[config.mk]
export PLATFORM = sky130hd
export DESIGN_NAME = track_drive_flat
export DESIGN_NICKNAME = d
export VERILOG_FILES = /design/src/rtl/track_drive_if.sv /design/src/rtl/track_drive.sv /design/src/flat_wrapper.sv
export SDC_FILE = /design/constraint.sdc
export NUM_CORES = 1
export LEC_CHECK = 0
export BUFFER_PORTS_ARGS = -buffer_cell sky130_fd_sc_hd__buf_2
export CORE_UTILIZATION = 50
export CTS_BUF_LIST = sky130_fd_sc_hd__clkbuf_16
export DETAILED_ROUTE_END_ITERATION = 7
export GPL_ROUTABILITY_DRIVEN = 1
export PLACE_DENSITY = 0.66
export SLEW_MARGIN = 20
export SYNTH_ARGS = -nofsm -noshare
export SYNTH_HDL_FRONTEND = slang
export SYNTH_SLANG_ARGS = --single-unit
[constraint.sdc]
create_clock -name i_clk -period 3.93 [get_ports i_clk]
set_input_delay 0.9825 -clock i_clk [delete_from_list [all_inputs] [get_ports i_clk]]
set_output_delay 0.9825 -clock i_clk [all_outputs]
set_load 0.02 [all_outputs]
[src/rtl/track_drive_if.sv]
// Steering-code input and wheel-drive output bundle for the track drive stage.
// Signal direction is named from the drive stage: i_* flow into it, o_* out of it.
interface track_drive_if;
   logic       i_enable;     // run request; low forces IDLE
   logic [1:0] i_state;      // steering code: 11 straight, 10 left, 01 right, 00 lost
   logic       o_left_pwm;   // left wheel PWM, registered
   logic       o_right_pwm;  // right wheel PWM, registered
   logic       o_left_dir;   // 1 = forward, 0 = reverse
   logic       o_right_dir;  // 1 = forward, 0 = reverse
   logic [2:0] o_mode;       // driving mode, also the FSM state for observation

   // master: the upstream tracker / bench that supplies the steering code
   modport master (
      output i_enable, i_state,
      input  o_left_pwm, o_right_pwm, o_left_dir, o_right_dir, o_mode
   );

   // slave: the drive stage itself
   modport slave (
      input  i_enable, i_state,
      output o_left_pwm, o_right_pwm, o_left_dir, o_right_dir, o_mode
   );
endinterface

[src/rtl/track_drive.sv]
// Line-following drive stage: debounces the steering code, selects a driving
// mode (with lost-line search and timeout stop), ramps per-wheel duty towards
// mode targets once per PWM period and generates registered PWM + direction.
// A wheel only reverses after its duty has ramped all the way down to zero.
// There is no valid/ready handshake: i_state is a level sampled every clock,
// and every output is a registered level that is valid on every cycle.
// o_mode is the FSM state register itself, so the state is always observable.
module track_drive #(
   parameter int PWM_PERIOD     = 1024,
   parameter int CRUISE_DUTY    = 768,
   parameter int TURN_FAST      = 768,
   parameter int TURN_SLOW      = 256,
   parameter int SEARCH_DUTY    = 512,
   parameter int RAMP_STEP      = 16,
   parameter int FILTER_LEN     = 4,
   parameter int SEARCH_TIMEOUT = 50_000_000
) (
   input logic          i_clk,
   input logic          i_reset,
   track_drive_if.slave bus
);

   // Duty must be able to hold PWM_PERIOD itself (constant-high), hence +1 bit.
   localparam int DW = $clog2(PWM_PERIOD) + 1;
   localparam int FW = $clog2(FILTER_LEN + 1);
   localparam int SW = $clog2(SEARCH_TIMEOUT + 1);

   // Targets above the period are meaningless; clamp them to constant-high.
   localparam int CRUISE_C = (CRUISE_DUTY > PWM_PERIOD) ? PWM_PERIOD : CRUISE_DUTY;
   localparam int FAST_C   = (TURN_FAST   > PWM_PERIOD) ? PWM_PERIOD : TURN_FAST;
   localparam int SLOW_C   = (TURN_SLOW   > PWM_PERIOD) ? PWM_PERIOD : TURN_SLOW;
   localparam int SEARCH_C = (SEARCH_DUTY > PWM_PERIOD) ? PWM_PERIOD : SEARCH_DUTY;
   localparam int STEP_C   = (RAMP_STEP   > PWM_PERIOD) ? PWM_PERIOD : RAMP_STEP;

   localparam logic [DW-1:0] CRUISE_D = DW'(CRUISE_C);
   localparam logic [DW-1:0] FAST_D   = DW'(FAST_C);
   localparam logic [DW-1:0] SLOW_D   = DW'(SLOW_C);
   localparam logic [DW-1:0] SEARCH_D = DW'(SEARCH_C);
   localparam logic [DW-1:0] STEP_D   = DW'(STEP_C);
   localparam logic [DW-1:0] PWM_LAST = DW'(PWM_PERIOD - 1);
   localparam logic [FW:0]   FILT_ACCEPT = (FW + 1)'(FILTER_LEN);
   localparam logic [SW-1:0] SEARCH_LAST = SW'(SEARCH_TIMEOUT - 1);

   typedef enum logic [2:0] {
      M_IDLE     = 3'd0,
      M_STRAIGHT = 3'd1,
      M_LEFT     = 3'd2,
      M_RIGHT    = 3'd3,
      M_SEARCH   = 3'd4,
      M_STOP     = 3'd5
   } mode_t;

   // Move cur toward tgt by at most one ramp step without overshooting.
   function automatic logic [DW-1:0] ramp_toward(input logic [DW-1:0] cur,
                                                 input logic [DW-1:0] tgt);
      logic [DW:0]   up;
      logic [DW-1:0] res;
      up  = {1'b0, cur} + {1'b0, STEP_D};
      res = cur;
      if (cur < tgt)
         res = (up > {1'b0, tgt}) ? tgt : up[DW-1:0];
      else if (cur > tgt)
         res = ((cur - tgt) > STEP_D) ? (cur - STEP_D) : tgt;
      return res;
   endfunction

   logic [1:0]    r_filt_last;
   logic [FW-1:0] r_filt_run;
   logic [1:0]    r_filt;
   logic [FW:0]   w_filt_run;

   mode_t         r_mode;
   mode_t         w_mode_next;
   logic [SW-1:0] r_search_cnt;
   logic          w_timeout;
   logic          r_last_left;

   logic [DW-1:0] r_cnt;
   logic [DW-1:0] r_duty_l, r_duty_r;
   logic          r_dir_l, r_dir_r;
   logic          r_pwm_l, r_pwm_r;
   logic [DW-1:0] w_tgt_l, w_tgt_r;
   logic          w_want_l, w_want_r;
   logic [DW-1:0] w_duty_l_nx, w_duty_r_nx;
   logic          w_dir_l_nx, w_dir_r_nx;

   // Length of the current run of identical samples, including this edge.
   always_comb begin
      w_filt_run = {1'b0, r_filt_run} + (FW + 1)'(1);
      if (bus.i_state != r_filt_last)
         w_filt_run = (FW + 1)'(1);
   end

   // Debounce: accept a code on the FILTER_LEN-th consecutive identical sample.
   always_ff @(posedge i_clk or posedge i_reset) begin
      if (i_reset) begin
         r_filt_last <= 2'b00;
         r_filt_run  <= '0;
         r_filt      <= 2'b00;
      end else begin
         r_filt_last <= bus.i_state;
         if (w_filt_run >= FILT_ACCEPT) begin
            r_filt_run <= FW'(FILTER_LEN);
            r_filt     <= bus.i_state;
         end else begin
            r_filt_run <= w_filt_run[FW-1:0];
         end
      end
   end

   assign w_timeout = (r_search_cnt == SEARCH_LAST);

   // Mode selection: enable first, then a valid steering code, then search/stop.
   always_comb begin
      w_mode_next = r_mode;
      if (!bus.i_enable) begin
         w_mode_next = M_IDLE;
      end else begin
         case (r_filt)
            2'b11:   w_mode_next = M_STRAIGHT;
            2'b10:   w_mode_next = M_LEFT;
            2'b01:   w_mode_next = M_RIGHT;
            default: begin
               case (r_mode)
                  M_SEARCH: w_mode_next = w_timeout ? M_STOP : M_SEARCH;
                  M_STOP:   w_mode_next = M_STOP;
                  default:  w_mode_next = M_SEARCH;
               endcase
            end
         endcase
      end
   end

   // Mode register, search dwell counter (zero whenever not staying in SEARCH)
   // and memory of the last turn direction for the pivot search.
   always_ff @(posedge i_clk or posedge i_reset) begin
      if (i_reset) begin
         r_mode       <= M_IDLE;
         r_search_cnt <= '0;
         r_last_left  <= 1'b1;
      end else begin
         r_mode <= w_mode_next;
         if (w_mode_next == M_SEARCH && r_mode == M_SEARCH)
            r_search_cnt <= r_search_cnt + SW'(1);
         else
            r_search_cnt <= '0;
         if (w_mode_next == M_LEFT)
            r_last_left <= 1'b1;
         else if (w_mode_next == M_RIGHT)
            r_last_left <= 1'b0;
      end
   end

   // Per-mode duty targets and wanted wheel directions.
   always_comb begin
      w_tgt_l  = '0;
      w_tgt_r  = '0;
      w_want_l = 1'b1;
      w_want_r = 1'b1;
      case (r_mode)
         M_STRAIGHT: begin
            w_tgt_l = CRUISE_D;
            w_tgt_r = CRUISE_D;
         end
         M_LEFT: begin
            w_tgt_l = SLOW_D;
            w_tgt_r = FAST_D;
         end
         M_RIGHT: begin
            w_tgt_l = FAST_D;
            w_tgt_r = SLOW_D;
         end
         M_SEARCH: begin
            w_tgt_l  = SEARCH_D;
            w_tgt_r  = SEARCH_D;
            w_want_l = ~r_last_left;
            w_want_r = r_last_left;
         end
         default: begin
            w_tgt_l = '0;
            w_tgt_r = '0;
         end
      endcase
   end

   // Wrap-time wheel update: drain duty before reversing, otherwise ramp to target.
   always_comb begin
      w_duty_l_nx = r_duty_l;
      w_dir_l_nx  = r_dir_l;
      w_duty_r_nx = r_duty_r;
      w_dir_r_nx  = r_dir_r;
      if (w_want_l != r_dir_l) begin
         if (r_duty_l == '0) w_dir_l_nx = w_want_l;
         else                w_duty_l_nx = ramp_toward(r_duty_l, '0);
      end else begin
         w_duty_l_nx = ramp_toward(r_duty_l, w_tgt_l);
      end
      if (w_want_r != r_dir_r) begin
         if (r_duty_r == '0) w_dir_r_nx = w_want_r;
         else                w_duty_r_nx = ramp_toward(r_duty_r, '0);
      end else begin
         w_duty_r_nx = ramp_toward(r_duty_r, w_tgt_r);
      end
   end

   // PWM counter, duty/direction update at wrap only, registered PWM compare.
   always_ff @(posedge i_clk or posedge i_reset) begin
      if (i_reset) begin
         r_cnt    <= '0;
         r_duty_l <= '0;
         r_duty_r <= '0;
         r_dir_l  <= 1'b1;
         r_dir_r  <= 1'b1;
         r_pwm_l  <= 1'b0;
         r_pwm_r  <= 1'b0;
      end else begin
         r_pwm_l <= (r_cnt < r_duty_l);
         r_pwm_r <= (r_cnt < r_duty_r);
         if (r_cnt == PWM_LAST) begin
            r_cnt    <= '0;
            r_duty_l <= w_duty_l_nx;
            r_duty_r <= w_duty_r_nx;
            r_dir_l  <= w_dir_l_nx;
            r_dir_r  <= w_dir_r_nx;
         end else begin
            r_cnt <= r_cnt + DW'(1);
         end
      end
   end

   assign bus.o_left_pwm  = r_pwm_l;
   assign bus.o_right_pwm = r_pwm_r;
   assign bus.o_left_dir  = r_dir_l;
   assign bus.o_right_dir = r_dir_r;
   assign bus.o_mode      = r_mode;

endmodule

[src/flat_wrapper.sv]
// flat-port wrapper written by rule: the top's interface ports become plain ports
module track_drive_flat 
#(
   parameter int PWM_PERIOD     = 1024,
   parameter int CRUISE_DUTY    = 768,
   parameter int TURN_FAST      = 768,
   parameter int TURN_SLOW      = 256,
   parameter int SEARCH_DUTY    = 512,
   parameter int RAMP_STEP      = 16,
   parameter int FILTER_LEN     = 4,
   parameter int SEARCH_TIMEOUT = 50_000_000
)
  (i_clk, i_reset, bus_i_enable, bus_i_state, bus_o_left_pwm, bus_o_right_pwm, bus_o_left_dir, bus_o_right_dir, bus_o_mode);
  track_drive_if bus_i ();
  input logic i_clk;
  input logic i_reset;
  input wire logic [$bits(bus_i.i_enable)-1:0] bus_i_enable;
  input wire logic [$bits(bus_i.i_state)-1:0] bus_i_state;
  output wire logic [$bits(bus_i.o_left_pwm)-1:0] bus_o_left_pwm;
  output wire logic [$bits(bus_i.o_right_pwm)-1:0] bus_o_right_pwm;
  output wire logic [$bits(bus_i.o_left_dir)-1:0] bus_o_left_dir;
  output wire logic [$bits(bus_i.o_right_dir)-1:0] bus_o_right_dir;
  output wire logic [$bits(bus_i.o_mode)-1:0] bus_o_mode;
  assign bus_i.i_enable = bus_i_enable;
  assign bus_i.i_state = bus_i_state;
  assign bus_o_left_pwm = bus_i.o_left_pwm;
  assign bus_o_right_pwm = bus_i.o_right_pwm;
  assign bus_o_left_dir = bus_i.o_left_dir;
  assign bus_o_right_dir = bus_i.o_right_dir;
  assign bus_o_mode = bus_i.o_mode;
  track_drive #(.PWM_PERIOD(PWM_PERIOD), .CRUISE_DUTY(CRUISE_DUTY), .TURN_FAST(TURN_FAST), .TURN_SLOW(TURN_SLOW), .SEARCH_DUTY(SEARCH_DUTY), .RAMP_STEP(RAMP_STEP), .FILTER_LEN(FILTER_LEN), .SEARCH_TIMEOUT(SEARCH_TIMEOUT)) u_core (.i_clk(i_clk), .i_reset(i_reset), .bus(bus_i));
endmodule
==> impl_metrics.yaml, run 1 <==
clocking:
  cts_buffers: 9
  cts_max_path_buffers: 2
  tritoncts: "done"
  postCtsHoldBufs: 0
  post_cts_resize_count: 0
  clk_pin_slew_worst_paths_ns: 0.06
  cts_sinks: 66
  root_buffer: "clkbuf_16"
  cts_setup_buffers: 0
  htree_levels: 3
  clkLatencyLatePin_ns: 0.33
global_routing:
  grt.busiest_layer: "met2"
  grt_pass1_wl_mm: 16.03
  antenna_found_initial: 0
  globalRoute.totalOverflow: 0
  grt_max_degree: 44
  grt_pass1_vias: 3450
  grt_use_met2_pct: 38.65
  gr-usage-met1_pct: 27.56
  grt_use_met3_pct: 4.502
  grt_usage_pct: 22.62
timing:
  setup_viol: 0
  fin_crit_ns: 3.199
  tightest_slew_ns: 0.9055
  setup-tns-final_ns: 0
  rsz0062_at_grt: "false"
  slew_headroom_pct: 39.55
  layout_setup_ws_ns: 0.7309
  maxSlewViolCount: 0
  fin_skew_ns: 0.008281
  hold_viol: 0
  period_share_pct: 81.40
  max_freq_ghz: 0.3126
  holdWs_ns: 0.4598
synthesis:
  synthArstFlopShare_pct: 100.0
  syn_area_sq_mm: 0.004444
  synth_fp_nets: 547
  synth-seq-area-share_pct: 37.25
  ys_types: 53
  synth-seq-cells: 66
  yosys_warnings: 0
  synth-main-ff-cell: "dfrtp_1"
  synth_cells: 502
  synth.avg_cell_area_sq_um: 8.853
  synth-edff-count: 0
critical_path:
  crit_fanout: 9
  r2r-end: "u_core.r_duty_r[7]"
  worstPathArrival_ns: 3.41
  required_ns: 4.14
  rr_worst_depth: 11
  critPathLaunchType: "register"
  r2r_start: "u_core.bus.o_mode[0]"
  path_class: "reg -> reg"
  crit_path_end_kind: "register"
  r2r_setup_slack_ns: 0.73
floorplan:
  io_pins: 12
  dieArea_sq_mm: 0.009270
  start_util_pct: 51.21
  rows: 34
  core-area_sq_mm: 0.008678
  die_h_um: 96.28
  die_w_um: 96.28
route:
  ant_nets: 0
  dr.pass1.iters: 8
  routed_via_density: 5.743
  wire_per_inst_um: 15.30
  drt_drc_violations_left: 0
  vias: 3595
  drtIter0Drc: 192
  wl_mm: 9.576
hold_path:
  min_to: "u_core.r_search_cnt[0]"
  hold_class: "reg -> reg"
  whs_path_depth: 1
  min-delay-start: "u_core.r_search_cnt[0]"
placement:
  dpl_cell_area_sq_mm: 0.004599
  dp.cells: 610
  dp_hpwl_mm: 7.046
  dp_slack_ns: 0.7657
  io_buffers: 11
  place.gp.congestion: 0.9102
flow_run:
  drv_cap: 0
final_layout:
  syn_to_final_growth_pct: 11.74
  drive_above_1_share_pct: 8.494
  diodes: 0
  design_area_sq_mm: 0.004966
  final_cells: 626
  layout_commonest_cell: "dfrtp_1"
  final_cell_mix: "dfrtp_1, nor2_1, nand2_1, ha_1, inv_1"
  final_nets: 558
  n_fill_cell: 796
  finish.utilization_pct: 57.22
pwr:
  p_leak_nw: 2.125
  vdd_ir_drop_max_mv: 0.2615
  p_total_mw: 2.484
  pwr_density_cell_mw_per_mm2: 500.1
status:
  outcome: "completed"
how the worst max path moves through the flow:
stage,from,to,slack (ns),cells after the start
final,u_core.bus.o_mode[0],u_core.r_duty_r[7],0.73,11
after global routing,u_core.bus.o_mode[0],u_core.r_duty_r[10],0.37,11
after CTS,u_core.bus.o_mode[0],u_core.r_duty_r[7],0.75,11
after detailed placement,u_core.bus.o_mode[0],u_core.r_duty_r[7],0.77,11
after global placement,u_core.bus.o_mode[0],u_core.r_duty_r[7],0.86,11
after floorplan,u_core.bus.o_mode[2],u_core.r_duty_r[7],1.03,10
final cells by class:
cell class / count / area, sq um / share of cell area [%]
inverter: 32 / 120.1 / 2.419
multi-input combinational: 390 / 2611 / 52.58
clock inverter: 7 / 141.4 / 2.847
sequential: 66 / 1655 / 33.33
timing repair buffer: 14 / 77.57 / 1.562
clock buffer: 9 / 225.2 / 4.535
tap: 108 / 135.1 / 2.721
cells by family after synthesis:
| family | count (synthesis) | share of synthesized area, % |
|---|---|---|
| XOR/XNOR | 50 | 10.02 |
| flip-flops | 66 | 37.25 |
| adder cells (fa/ha/maj) | 40 | 11.60 |
| multiplexers | 2 | 0.4505 |
| buffers and inverters | 46 | 3.998 |
| AO/OA/AOI/OAI | 96 | 14.41 |
| AND/OR/NAND/NOR | 202 | 22.27 |
Yosys cell counts (3+ instances only):
cell | instances | area share [%]
dfrtp_1 | 63 | 35
nor2_1 | 61 | 5.2
nand2_1 | 47 | 4.0
ha_1 | 38 | 11
inv_1 | 32 | 2.7
xnor2_1 | 29 | 5.7
nand3_1 | 27 | 3.0
o21ai_0 | 24 | 2.7
nor3_1 | 20 | 2.3
xor2_1 | 20 | 3.9
a21oi_1 | 18 | 2.0
and3_1 | 10 | 1.4
clkbuf_1 | 10 | 0.84
a211oi_1 | 9 | 1.5
nand4_1 | 8 | 1.1
nor2b_1 | 8 | 1.1
o21a_1 | 7 | 1.2
a211o_1 | 5 | 0.99
a31oi_1 | 5 | 0.70
o211ai_1 | 5 | 0.84
buf_2 | 4 | 0.45
o22ai_1 | 4 | 0.56
dfstp_2 | 3 | 1.8
nor4_1 | 3 | 0.42
power by group:
part / total [mW] / internal [mW] / switching (mW)
registers: 0.763 / 0.717 / 0.0465
clock network: 0.988 / 0.683 / 0.304
logic: 0.733 / 0.282 / 0.451
total: 2.48 / 1.68 / 0.802
sequential cells by signal, indices dropped and copies added, names as in the netlist:
name	flops
u_core.r_last_left	1
u_core.bus.o_left_pwm	1
u_core.bus.o_left_dir	1
u_core.r_duty_l	7
u_core.r_filt_run	3
u_core.r_search_cnt	26
u_core.bus.o_mode	3
u_core.r_duty_r	7
u_core.bus.o_right_pwm	1
u_core.r_cnt	11
u_core.r_filt_last	2
u_core.r_filt	2
u_core.bus.o_right_dir	1
metal layers:
layer / part of all wire, % / vias up
met4: 2.1 / 0
met3: 4.8 / 18
met1: 43 / 1700
met2: 50 / 82
li1: - / 1795
met5: 0 / -
worst max-delay path, cell delays in order (launching register included):
cell and delay [ns]:
dfrtp_1 0.50, nor2_1 0.10, nor2_1 0.34, ha_1 0.22
inv_1 0.08, fa_1 0.43, nor2b_1 0.12, o2111ai_1 0.25
a21oi_1 0.60, a41o_1 0.26, a211o_1 0.12, o22ai_1 0.05
(Power assumes the default switching activity.)
==> inputs of run 2 (changes only) <==
--- a/config.mk
+++ b/config.mk
@@ -10,7 +10,7 @@
 export CTS_BUF_LIST = sky130_fd_sc_hd__clkbuf_16
 export DETAILED_ROUTE_END_ITERATION = 7
 export GPL_ROUTABILITY_DRIVEN = 1
-export PLACE_DENSITY = 0.66
+export PLACE_DENSITY = 0.69
 export SLEW_MARGIN = 20
 export SYNTH_ARGS = -nofsm -noshare
 export SYNTH_HDL_FRONTEND = slang
==> constraint.sdc (replaced) <==
create_clock -name i_clk -period 2.8 [get_ports i_clk]
set_input_delay 0.7 -clock i_clk [delete_from_list [all_inputs] [get_ports i_clk]]
set_output_delay 0.7 -clock i_clk [all_outputs]
set_load 0.02 [all_outputs]
==> run 2 against run 1 <==
Sequential share of layout area fell by 1.0 points; worst setup slack lost 0.59 ns; register-to-register slack got worse by 0.59 ns; worst hold slack worse by 0.0023 ns; total power is 39% higher; cell count rose by 4.2%; highest routed layer unchanged; final area grew 3.4%.
==> impl_metrics.yaml, run 2 (synthesized netlist as in run 1, its figures left out) <==
hold_path:
  hold_class: "in -> async"
critical_path:
  worstPathArrival_ns: 2.87
  r2r_start: "u_core.bus.o_mode[1]"
  slowest_delay_ns: 0.45
  crit_family: "compound AO/OA/AOI/OAI gates"
  path_class: "reg -> reg"
  critPathLaunchType: "register"
  cp-endpoint: "u_core.r_duty_r[8]"
  r2r_setup_slack_ns: 0.14
  startpoint: "u_core.bus.o_mode[1]"
  path_depth: 11
  crit_fanout: 6
  crit_path_end_kind: "register"
  r2r-end: "u_core.r_duty_r[8]"
  crit_path_frequent_cell: "buf_4"
  required_ns: 3.01
  path_buf_inv: 2
  rr_worst_depth: 11
  cpMaxStageDelayCell: "dfrtp_1"
  crit_path_cell_trace: "xor2_1 > o21ai_0 > buf_4 > fa_1 > nor2b_1 > o2111ai_2 > buf_4 > nor2_1 > a31o_2 > a211oi_1 > a211o_1"
pwr:
  p_sw_mw: 1.213
  vdd_ir_drop_max_mv: 0.3885
  pwr-share-clk_pct: 31.8
  p_int_mw: 2.242
  comb_power_share_pct: 37.3
  swShare_pct: 35.10
  seqPwrFrac_pct: 30.9
  p_leak_nw: 2.239
  p_total_mw: 3.455
  pwr_density_cell_mw_per_mm2: 672.8
global_routing:
  grt_pass1_wl_mm: 16.77
  gr-usage-met1_pct: 29.37
  grt_pass1_vias: 3608
  grt_max_degree: 29
  grt_use_met3_pct: 6.082
  grt_use_met2_pct: 40.84
  grt.busiest_layer: "met2"
  grt_usage_pct: 23.86
  antenna_found_initial: 0
  globalRoute.totalOverflow: 0
placement:
  io_buffers: 11
  dp_slack_ns: 0.06755
  place.gp.congestion: 0.9072
  dpl_cell_area_sq_mm: 0.004808
  dp_hpwl_mm: 7.298
clocking:
  cts_sinks: 66
  cts_max_path_buffers: 2
  htree_levels: 3
  postCtsHoldBufs: 0
  clk_pin_slew_worst_paths_ns: 0.06
  tritoncts: "done"
  cts_buffers: 9
  clkLatencyLatePin_ns: 0.33
  root_buffer: "clkbuf_16"
timing:
  slew_headroom_pct: 44.99
  layout_setup_ws_ns: 0.1400
  setup-tns-final_ns: 0
  tightest_slew_ns: 0.8192
  period_share_pct: 95.00
  holdWs_ns: 0.4575
  fin_crit_ns: 2.660
  hold_viol: 0
  max_freq_ghz: 0.3759
  maxSlewViolCount: 0
  setup_viol: 0
  fin_skew_ns: 0.009094
floorplan:
  io_pins: 12
  die_h_um: 96.28
  dieArea_sq_mm: 0.009270
  rows: 34
  start_util_pct: 51.21
  core-area_sq_mm: 0.008678
  die_w_um: 96.28
status:
  outcome: "completed"
final_layout:
  layout_commonest_cell: "dfrtp_1"
  design_area_sq_mm: 0.005135
  top_regs: "u_core.r_search_cnt x26, u_core.r_cnt x11"
  diodes: 0
  top_register: "u_core.r_search_cnt"
  final_cell_mix: "dfrtp_1, nor2_1, nand2_1, ha_1, inv_1"
  largest_register_ffs: 26
  final_nets: 584
  syn_to_final_growth_pct: 15.54
  drive_above_1_share_pct: 14.52
route:
  drtIter0Drc: 205
  routed_via_density: 5.805
  wl_mm: 10.08
  drt_drc_violations_left: 0
  vias: 3785
  dr.pass1.iters: 8
  wire_per_inst_um: 15.46
  ant_nets: 0
flow_run:
  drv_cap: 0
run 2: cell types whose count changed in the layout (fill, tap and decap cells not counted), moves of 2 or more:
cell | previous run | this run
dfrtp_1 | 63 | 61
dfrtp_2 | 0 | 2
clkinv_2 | 0 | 2
buf_4 | 3 | 27
clkinv_4 | 2 | 0
clkinvlp_4 | 0 | 2
bufinv_16 | 4 | 1
run 2: through the flow:
step	std cells	util (%)
detailed placement	635	55.41
CTS	651	58.72
global route	652	59.17
floorplan	502	-
global placement	635	55.41
finish	652	59.17
run 2: repair_timing:
action,CTS,global route
buffers inserted,0,1
endpoints found under the setup margin,0,11
resized for setup,0,10
run 2: power groups by stage:
stage / registers (mW) / logic [mW] / clock network, mW
floorplan: 1.09 / 0.795 / 0
global placement: 1.08 / 1.17 / 0
detailed placement: 1.08 / 1.20 / 0
CTS: 1.07 / 1.21 / 1.11
global route: 1.07 / 1.43 / 1.14
finish: 1.07 / 1.29 / 1.10
run 2: cell type report:
cell class              count  area [sq um]
clock buffers               9         225.2
clock inverters             7         62.56
fillers                   775          3543
inverters                  32         120.1
multi-input cells         390          2651
flip-flops and latches     66          1658
well taps                 108         135.1
repair buffers             40         282.8
run 2: worst min-delay path by stage:
stage / startpoint / end / slack, ns / cells after the start
after floorplan: u_core.r_search_cnt[0] / u_core.r_search_cnt[0] / 0.43 / 1
after detailed placement: u_core.r_search_cnt[0] / u_core.r_search_cnt[0] / 0.45 / 1
after CTS: u_core.r_search_cnt[0] / u_core.r_search_cnt[0] / 0.46 / 1
final: i_reset / u_core.r_duty_l[4] / 0.46 / 2
after global routing: u_core.r_search_cnt[0] / u_core.r_search_cnt[0] / 0.48 / 1
after global placement: u_core.r_search_cnt[0] / u_core.r_search_cnt[0] / 0.45 / 1
run 2: layer usage:
metal,vias to the layer above,routed length [um]
li1,1845,-
met1,1830,4468
met2,92,4965
met3,18,486
met4,0,157
met5,-,0
==> inputs of run 3 (changes only) <==
--- a/config.mk
+++ b/config.mk
@@ -5,6 +5,7 @@
 export SDC_FILE = /design/constraint.sdc
 export NUM_CORES = 1
 export LEC_CHECK = 0
+export ABC_AREA = 1
 export BUFFER_PORTS_ARGS = -buffer_cell sky130_fd_sc_hd__buf_2
 export CORE_UTILIZATION = 50
 export CTS_BUF_LIST = sky130_fd_sc_hd__clkbuf_16
==> run 3 against run 2 <==
Critical path depth up 3; synthesized cell count grew 33%; sequential cell count unchanged; total power decreased by 8.5%; worst hold slack got worse by 0.052 ns; first-iteration DRC count shrank 5.9%; synthesized area increased by 10%; sequential share of layout area is 1.8 points lower; count of clock-buffer cells in the layout unchanged; critical endpoint is now u_core.r_duty_l[9]; largest power group is now clock.
==> impl_metrics.yaml, run 3 <==
route:
  routed_via_density: 5.364
  wl_mm: 10.75
  vias: 4409
  wire_per_inst_um: 13.08
  drtIter0Drc: 193
  ant_nets: 0
  dr.pass1.iters: 5
  drt_drc_violations_left: 0
critical_path:
  critPathLaunchType: "register"
  r2r_setup_slack_ns: 0.28
  crit_fanout: 5
  r2r_start: "u_core.bus.o_mode[1]"
  path_class: "reg -> reg"
  crit_path_end_kind: "register"
  worstPathArrival_ns: 2.78
  slowest_delay_ns: 0.46
  rr_worst_depth: 14
  crit_path_cell_trace: "nor2_4 > nand2_2 > o21ai_0 > inv_1 > fa_1 > inv_1 > nand2_1 > nor2_1 > nand2_1 > o21ai_0 > inv_1 > a21oi_1 > nand2_1 > a21boi_1"
  cpMaxStageDelayCell: "dfrtp_1"
  required_ns: 3.05
  r2r-end: "u_core.r_duty_l[9]"
synthesis:
  ys_types: 43
  yosysMostFrequentCell: "nand2_1"
  synth.avg_cell_area_sq_um: 7.363
  syn_area_sq_mm: 0.004903
  synth.cells.most_frequent: "nand2_1, nor2_1, inv_1"
  synth-seq-cells: 66
  synth_top_cell_area_share_pct: 32.15
  synth-main-ff-cell: "dfrtp_1"
  synth_fp_nets: 711
  synth-seq-area-share_pct: 33.76
  synth_top_cells_by_area: "dfrtp_1, nand2_1, ha_1"
  synth_top_cell_by_area: "dfrtp_1"
  synthArstFlopShare_pct: 100.0
  synth_cells: 666
  yosys_warnings: 0
  synth-edff-count: 0
pwr:
  p_int_mw: 1.976
  seqPwrFrac_pct: 33.3
  swShare_pct: 37.47
  pwr_density_cell_mw_per_mm2: 582.8
  p_leak_nw: 2.546
  vdd_ir_drop_max_mv: 0.4051
  comb_power_share_pct: 32.3
  pwr-share-clk_pct: 34.5
  p_sw_mw: 1.184
floorplan:
  start_util_pct: 52.32
  dieArea_sq_mm: 0.01021
  core-area_sq_mm: 0.009371
  rows: 35
  die_h_um: 101.0
  die_w_um: 101.0
  io_pins: 12
placement:
  place.gp.congestion: 0.8907
  dp_hpwl_mm: 8.341
  dpl_cell_area_sq_mm: 0.005131
  io_buffers: 11
  dp_slack_ns: 0.2913
clocking:
  htree_levels: 3
  cts_max_path_buffers: 2
  root_buffer: "clkbuf_16"
  tritoncts: "done"
  postCtsHoldBufs: 0
  clk_pin_slew_worst_paths_ns: 0.06
  clkLatencyLatePin_ns: 0.34
  cts_sinks: 66
  cts_buffers: 9
global_routing:
  grt.busiest_layer: "met2"
  globalRoute.totalOverflow: 0
  gr-usage-met1_pct: 31.16
  grt_max_degree: 44
  grt_pass1_vias: 4063
  antenna_found_initial: 0
  grt_usage_pct: 23.27
  grt_use_met2_pct: 37.83
  grt_use_met3_pct: 4.577
  grt_pass1_wl_mm: 18.64
status:
  outcome: "completed"
timing:
  fin_crit_ns: 2.525
  setup-tns-final_ns: 0
  max_freq_ghz: 0.3961
  period_share_pct: 90.17
  maxSlewViolCount: 0
  slew_headroom_pct: 52.39
  fin_skew_ns: 0.01202
  layout_setup_ws_ns: 0.2752
  rsz0062_at_grt: "false"
  hold_viol: 0
  tightest_slew_ns: 0.7116
  setup_viol: 0
final_layout:
  final_cell_mix: "nand2_1, nor2_1, inv_1, dfrtp_1, ha_1"
  design_area_sq_mm: 0.005421
  final_nets: 733
  layout_commonest_cell: "nand2_1"
  syn_to_final_growth_pct: 10.56
  drive_above_1_share_pct: 10.68
  finish.utilization_pct: 57.85
  top_register: "u_core.r_search_cnt"
  largest_register_ffs: 26
  n_fill_cell: 886
  diodes: 0
  top_regs: "u_core.r_search_cnt x26, u_core.r_cnt x11"
flow_run:
  drv_cap: 0
hold_path:
  hold_class: "in -> async"
## run 3: cell types whose count changed in the layout (fill, tap and decap cells not counted), moves of 8 or more
cell,before,now
nand3_1,27,37
xnor2_1,29,11
inv_1,32,85
o21ai_1,0,8
nor2b_1,8,0
buf_4,27,3
a21oi_1,17,29
nand2_1,46,145
nor2_1,60,97
and3_1,10,1
## run 3: how the worst max path moves through the flow
stage / start / end / cells past startpoint
after floorplan: u_core.bus.o_mode[1] / u_core.r_duty_r[10] / 14
after global placement: u_core.bus.o_mode[1] / u_core.r_duty_l[9] / 14
after detailed placement: u_core.bus.o_mode[1] / u_core.r_duty_l[9] / 14
after CTS: u_core.bus.o_mode[1] / u_core.r_duty_l[9] / 14
after global routing: u_core.bus.o_mode[1] / u_core.r_duty_l[9] / 14
final: u_core.bus.o_mode[1] / u_core.r_duty_l[9] / 14
## run 3: cells by family (layout without fill, tap and decap cells)
kind of cell | count (synthesis) | in the layout | share of synthesized area, %
AND/OR/NAND/NOR | 351 | 351 | 33.17
buffers and inverters | 99 | 126 | 8.114
AO/OA/AOI/OAI | 80 | 80 | 8.778
flip-flops | 66 | 66 | 33.76
adder cells (fa/ha/maj) | 40 | 40 | 10.51
XOR/XNOR | 30 | 30 | 5.665
## run 3: repair_timing
| item | in CTS | in global routing |
|---|---|---|
| gates resized for setup | 0 | 1 |
| buffers inserted | 0 | 0 |
| endpoints found under the setup margin | 0 | 1 |
## run 3: per-layer routing
layer	up-vias	wire length (um)
met2	138	4978
met5	-	0
met1	2058	4994
met4	0	161
li1	2195	-
met3	18	615
## run 3: critical path, delay by kind of cell (launching register included)
family | cells | cell delay (ns)
AOI/OAI and AO/OA | 4 | 0.59
DFF | 1 | 0.46
buffers and inverters | 3 | 0.28
and+or+nand+nor | 6 | 0.66
adders and majority gates | 1 | 0.46
## run 3: layout make-up
type | count | area, sq um | share of cell area [%]
Multi-Input combinational cell | 501 | 2855 | 52.67
Tap cell | 129 | 161.4 | 2.977
Sequential cell | 66 | 1655 | 30.53
Inverter | 95 | 366.6 | 6.762
Timing Repair Buffer | 15 | 97.59 | 1.800
Clock inverter | 7 | 60.06 | 1.108
Clock buffer | 9 | 225.2 | 4.154
## run 3: stage by stage
stage	hold slack (ns)	total power [mW]	std cells
2_1_floorplan	0.4621	1.853	666
3_3_place_gp	0.4878	2.044	806
3_5_place_dp	0.5062	2.081	806
4_1_cts	0.4291	3.190	822
5_1_grt	0.4511	3.384	822
6_report	0.4060	3.160	822
## run 3: power groups by stage
stage	sequential [mW]	combinational [mW]	clock, mW
floorplan	1.07	0.778	0
finish	1.05	1.02	1.09
global placement	1.06	0.986	0
CTS	1.05	1.02	1.12
detailed placement	1.06	1.02	0
global route	1.06	1.17	1.15
